### src/rtl/rob_pkg.sv
// Shared types for the reorder buffer: machine word, control flags and the ROB entry layout.
package rob_pkg;

  localparam int ROB_TAG_MAX_W = 8;

  typedef logic [31:0] MemoryWord;

  typedef struct packed {
    logic flush;
    logic is_branch;
    logic is_jump;
  } rob_ctrl_t;

  // The tag field is sized for the largest supported buffer; smaller buffers zero-extend.
  typedef struct packed {
    MemoryWord                pc;
    logic [ROB_TAG_MAX_W-1:0] tag;
    logic                     ready;
    MemoryWord                value;
    logic [4:0]               dest_reg;
    rob_ctrl_t                ctrl_bits;
  } rob_entry;

endpackage

### src/rtl/rob_queue.sv
// Circular reorder buffer between dispatch and retire: in-order allocate, out-of-order
// writeback, in-order pop of the oldest ready entry, single-cycle flush.
module rob_queue
  import rob_pkg::*;
#(
  parameter int DEPTH = 16,
  parameter int TAG_W = $clog2(DEPTH)
) (
  input  logic             clk,
  input  logic             reset,
  input  logic             alloc_valid,
  input  rob_entry         alloc_entry,
  output logic [TAG_W-1:0] alloc_tag,
  output logic             alloc_ack,
  input  logic             wb_valid,
  input  logic [TAG_W-1:0] wb_tag,
  input  MemoryWord        wb_value,
  input  logic             wb_mispredict,
  output rob_entry         rob_head,
  input  logic             rob_decrement,
  input  logic             flush,
  output logic             full,
  output logic             empty,
  output logic [TAG_W:0]   count
);

  rob_entry         slots [DEPTH];
  logic [DEPTH-1:0] valid;
  logic [TAG_W-1:0] head;
  logic [TAG_W-1:0] tail;
  logic [TAG_W:0]   count_q;
  logic             pop;
  logic             wb_accept;
  rob_entry         new_entry;

  assign count     = count_q;
  assign full      = (count_q == (TAG_W+1)'(DEPTH));
  assign empty     = (count_q == '0);
  assign alloc_tag = tail;
  assign alloc_ack = alloc_valid && !full && !flush;
  assign rob_head  = empty ? '0 : slots[head];
  assign pop       = rob_decrement && !empty && rob_head.ready;
  assign wb_accept = wb_valid && valid[wb_tag] && !slots[wb_tag].ready && !flush;

  // Dispatch-supplied bookkeeping fields are replaced so a new entry always starts unresolved.
  always_comb begin
    new_entry                 = alloc_entry;
    new_entry.tag             = ROB_TAG_MAX_W'(tail);
    new_entry.ready           = 1'b0;
    new_entry.value           = '0;
    new_entry.ctrl_bits.flush = 1'b0;
  end

  always_ff @(posedge clk) begin
    if (reset || flush) begin
      head    <= '0;
      tail    <= '0;
      count_q <= '0;
      valid   <= '0;
    end else begin
      if (alloc_ack) begin
        valid[tail] <= 1'b1;
        tail        <= tail + 1'b1;
      end
      if (pop) begin
        valid[head] <= 1'b0;
        head        <= head + 1'b1;
      end
      count_q <= count_q + {{TAG_W{1'b0}}, alloc_ack} - {{TAG_W{1'b0}}, pop};
    end
  end

  // Payload storage needs no reset: the valid bits decide what is live.
  always_ff @(posedge clk) begin
    if (!reset) begin
      if (alloc_ack) begin
        slots[tail] <= new_entry;
      end
      if (wb_accept) begin
        slots[wb_tag].ready           <= 1'b1;
        slots[wb_tag].value           <= wb_value;
        slots[wb_tag].ctrl_bits.flush <= wb_mispredict;
      end
    end
  end

endmodule

### config.mk
export PLATFORM = sky130hd
export DESIGN_NAME = rob_queue
export DESIGN_NICKNAME = d
export VERILOG_FILES = /design/src/rtl/rob_pkg.sv /design/src/rtl/rob_queue.sv
export SDC_FILE = /design/constraint.sdc
export NUM_CORES = 1
export LEC_CHECK = 0
export ABC_AREA = 1
export BUFFER_PORTS_ARGS = -buffer_cell sky130_fd_sc_hd__buf_4
export CAP_MARGIN = 5
export CORE_UTILIZATION = 55
export DETAILED_ROUTE_END_ITERATION = 12
export PLACE_DENSITY = 0.72
export SLEW_MARGIN = 0
export SYNTH_ARGS = -nofsm -noshare
export SYNTH_HDL_FRONTEND = slang
export SYNTH_SLANG_ARGS = --single-unit
### constraint.sdc
create_clock -name clk -period 7.8 [get_ports clk]
set_input_delay 1.17 -clock clk [delete_from_list [all_inputs] [get_ports clk]]
set_output_delay 1.17 -clock clk [all_outputs]
set_load 0.02 [all_outputs]
* Word-level counts from Yosys, hierarchy flattened
Memory sizes are Yosys's and may differ from the RTL's. A register that Yosys moved wholly into a read port is not among the register bits.
Index checks and enable logic that the tools add are counted.
** Operators by class
- Add/sub/neg operators :: 4
- Order comparisons :: 5
- Equality and inequality tests :: 1
- Multiplexer cells :: 18
- Bitwise operators :: 3
- Reduce and logical (&&, ||, !) cells :: 15
** Operator list (count)
- 81-bit two-way mux :: 1
- 16-bit two-way mux :: 3
- 16-bit bitwise AND :: 1
- 16-bit NOT :: 1
- 16-bit OR :: 1
- 4-bit by 5-bit less-than comparator with 1-bit output (second input constant) :: 3
- 1-bit logical AND :: 9
- 1-bit two-way mux :: 9
- 4-bit by 1-bit adder with 4-bit output (second input constant) :: 2
- 1-bit demux with 4-bit select :: 2
- 4-bit by 1-bit >= comparator with 1-bit output (second input constant) :: 2
- 4-bit two-way mux :: 2
- 5-bit by 1-bit adder with 5-bit output :: 1
- 5-bit == test (second input constant) :: 1
- 5-bit logical NOT :: 1
- 5-bit by 1-bit subtractor with 5-bit output :: 1
- 1-bit binary-select mux with 4-bit select :: 1
- 1-bit logical NOT :: 4
- 1-bit logical OR :: 1
** Storage, ports and cells
- Register bits :: 29
- RAM bits :: 1232
- Input bits :: 124
- Output and inout bits :: 93
- Logic and storage cells :: 51
- Memories :: 1
** Memories
- slots :: depth 16, bits a word 77, rd ports 2, clocked after memory_dff 1, write ports 2, RTL line rob_queue.sv:27 : rob_entry slots [DEPTH];

* Logic depth before layout (Yosys ltp)
- Word-level depth :: 9
- Gate-level depth with buffers :: 20
- Depth with buffers taken out :: 17

* Worst setup path after synthesis
Ideal clock, no wire load.
- Kind :: in2reg
- Start point :: input port reset
- End point :: memory slots[7][10] (netlist name) (enable)
- Library setup time :: 391 ps
- Data arrival time :: 6100 ps
- Required time :: 7409 ps
- Slack :: 1309 ps
- Cell stages on the path :: 8
- Path buffers :: 1
- Cell sequence :: buf_2 -> nor2_4 -> clkinv_1 -> nor2_1 -> clkinv_1 -> nor3_1 -> inv_1 -> nand2_1
** RTL lines
- start, declared :: RTL line rob_queue.sv:10 : input logic reset,
- end, declared :: RTL line rob_queue.sv:27

==> impl_metrics.toml <==
[drt]
dr.pass1.iters = 8
drc = 0
drt_iter0_markers = 4739
num_vias = 35602
ant_nets = 0
totalWireLength_um = 138000
viasPerCell = 6.21
post_drt_wl_per_cell_um = 24.0

[timing]
fmax_mhz = 171
period_minus_slack_ns = 5.84
worstMarginPinSlew_ns = 1.21
relSlewSlack_pct = 18.8
setup_viol = 0
finalClockSkew_ns = 0.0232
setup_tns_ns = 0
fin_crit_sh_pct = 74.9
slew_viol_final = 0
rsz0062_at_grt = "no"
finalHoldViolCount = 0

[clock_tree]
cts.clk_slew.worst_paths_ns = 0.06
cts_htree_levels = 4
cts_resized = 0
clock_latency_ns = 0.75
cts_setup_buffers = 0
cts_buffers = 130
cts_sinks = 1265
cts_buffer_depth = 3
root_buffer = "clkbuf_16"
cts_tree = "built"
hold_buffers = 0

[finish]
syn_to_final_growth_pct = 11.3
antennaDiodeCount = 0
final_cell_mix = "1216 x edfxtp_1, 1090 x nor2_1, 631 x o21ai_0"
fillerInstances = 7209
layout-drive-gt1-share_pct = 12.6
layout_commonest_cell = "edfxtp_1"
stdcell_count = 5730
nets = 4508

[pwr]
pwr-share-comb_pct = 1.9
p_switching_mw = 2.76
powerDensity_nw_per_um2 = 233
swShare_pct = 20.1
internal-power_mw = 11.0
p_seq_share_pct = 53.9
ir_drop_mv = 0.190
clockPowerShare_pct = 44.2
p_leak_nw = 20.8

[placed_design]
io_buffers = 170
placed_cells = 5502
place_congestion = 0.869
dp_hpwl_um = 65700

[setup_path]
crit_fanout = 161
start_kind = "flip-flop"
reg2reg_setup_slack_ns = 2.92
reg2reg_depth = 17
required_ns = 6.63
worstSetupEndpointType = "output pin"
r2r-end = "count[4]"
endpoint = "rob_head[27]"
path_class = "flip-flop to output pin"
crit_arrival_ns = 4.67

[floorplanning]
num_rows = 113
die_h_um = 312
start_util_pct = 55.6
dieArea_sq_um = 97300
io_pins = 217
die_w_um = 312
core_sq_um = 95000

[flow_run]
maxCapViolations = 0

[global_routing]
grt_use_total_pct = 27.9
antenna_found_initial = 0
grt_start_max_net_pins = 235
grt_pass1_wl_um = 205000
grt_pass1_vias = 34401
overflow = 0

[yosys]
ys_ff_latch = 1265
ys_seq_area_share_pct = 71.0
synth_cell_types = 38
synth.avg_cell_area_sq_um = 12.1
ys_warn_count = 0
synthCells = 4367
synth_area_sq_um = 52800

[hold_path]
min_path_type = "flip-flop to flip-flop"

[run_status]
outcome = "complete, no violations"
flip-flops by register name (all words and copies together) (netlist names), named ones only:
name	count
head	4
count	5
valid	16
slots	1232
alloc_tag	4
logic make-up after synthesis:
group	count (synthesis)	share of synthesized area, %
and+or+nand+nor	1452	11.6
DFF	1265	71.0
AOI/OAI and AO/OA	1132	12.9
buffers and inverters	499	4.13
adders and majority gates	15	0.369
xor gates and xnor gates	3	0.0497
other	1	0.00710
Yosys cell counts:
library cell	number	area (sq um)
clkinv_1	5	18.8
nor2_2	101	632
nand4_4	10	213
o211ai_1	88	661
buf_2	27	135
nor2_1	1100	4130
a21oi_1	102	510
nand4_1	6	37.5
nand4_2	6	75.1
buf_12	1	20.0
fa_1	1	20.0
ha_1	14	175
buf_4	6	45.0
nor3_1	8	40.0
inv_1	134	503
buf_6	30	338
nand2_1	128	480
dfxtp_1	49	981
a211oi_1	1	7.51
clkbuf_1	274	1030
nand2_4	1	11.3
inv_2	2	7.51
conb_1	1	3.75
o221ai_1	216	1890
nor2_4	1	11.3
buf_1	19	71.3
nand2_2	1	6.26
o22ai_1	88	551
o21a_1	1	7.51
nand3_4	1	17.5
xor2_1	3	26.3
nor2_8	1	20.0
buf_8	1	15.0
o21ai_0	631	3160
o21bai_1	4	30.0
edfxtp_1	1216	36500
a22oi_1	1	7.51
nand3_1	88	440
stage by stage:
step | hold WS, ns | utilization (%) | power (mW) | worst slack [ns] | cell area [sq um]
global placement | 0.439 | 57.6 | 7.80 | 2.23 | 54700
finish | 0.452 | 61.9 | 13.7 | 1.96 | 58800
global route | 0.475 | 61.9 | 14.0 | 1.63 | 58800
floorplan | 0.426 | - | 7.67 | 1.31 | 52900
CTS | 0.455 | 61.9 | 13.8 | 2.06 | 58800
detailed placement | 0.442 | 57.6 | 7.81 | 2.18 | 54700
worst min path at each step:
| stage | startpoint | end | slack [ns] | cells after the start |
|---|---|---|---|---|
| after floorplan | slots[1][40] | slots[1][40] | 0.43 | 2 |
| after global placement | slots[0][40] | slots[0][40] | 0.44 | 2 |
| after detailed placement | slots[7][40] | slots[7][40] | 0.44 | 2 |
| after CTS | slots[0][40] | slots[0][40] | 0.45 | 2 |
| after global routing | slots[0][40] | slots[0][40] | 0.47 | 2 |
| final | slots[0][40] | slots[0][40] | 0.45 | 2 |
power groups by stage:
stage	Combinational, mW	Clock, mW	Sequential, mW
2_1_floorplan	0.116	0	7.56
3_3_place_gp	0.252	0	7.55
3_5_place_dp	0.256	0	7.55
4_1_cts	0.257	6.11	7.41
5_1_grt	0.277	6.36	7.41
6_report	0.256	6.07	7.41
critical path, stage by stage, from the launching register on:
cell and delay, ns:
dfxtp_4 0.63, inv_8 0.77, buf_4 0.93, o21ai_0 0.20, o221ai_1 0.23, o211ai_1 0.16, a21oi_1 0.54, buf_4 0.25
layout make-up:
type | instances | area, sq um | area share [%]
clock inverters | 59 | 551 | 0.936
multi-input cells | 2606 | 13300 | 22.6
flip-flops and latches | 1265 | 37500 | 63.8
repair buffers | 225 | 1730 | 2.94
well taps | 1265 | 1580 | 2.69
inverters | 141 | 549 | 0.934
clock buffers | 169 | 3580 | 6.08
layer usage:
layer | part of all wire [%] | global-route usage [%] | up-vias
met1 | 39 | 37.0 | 17602
met5 | 0 | 0 | -
met3 | 8.4 | 4.03 | 322
met4 | 3.7 | 12.1 | 0
met2 | 49 | 46.3 | 1793
li1 | - | - | 15885
(Power assumes the default switching activity.)
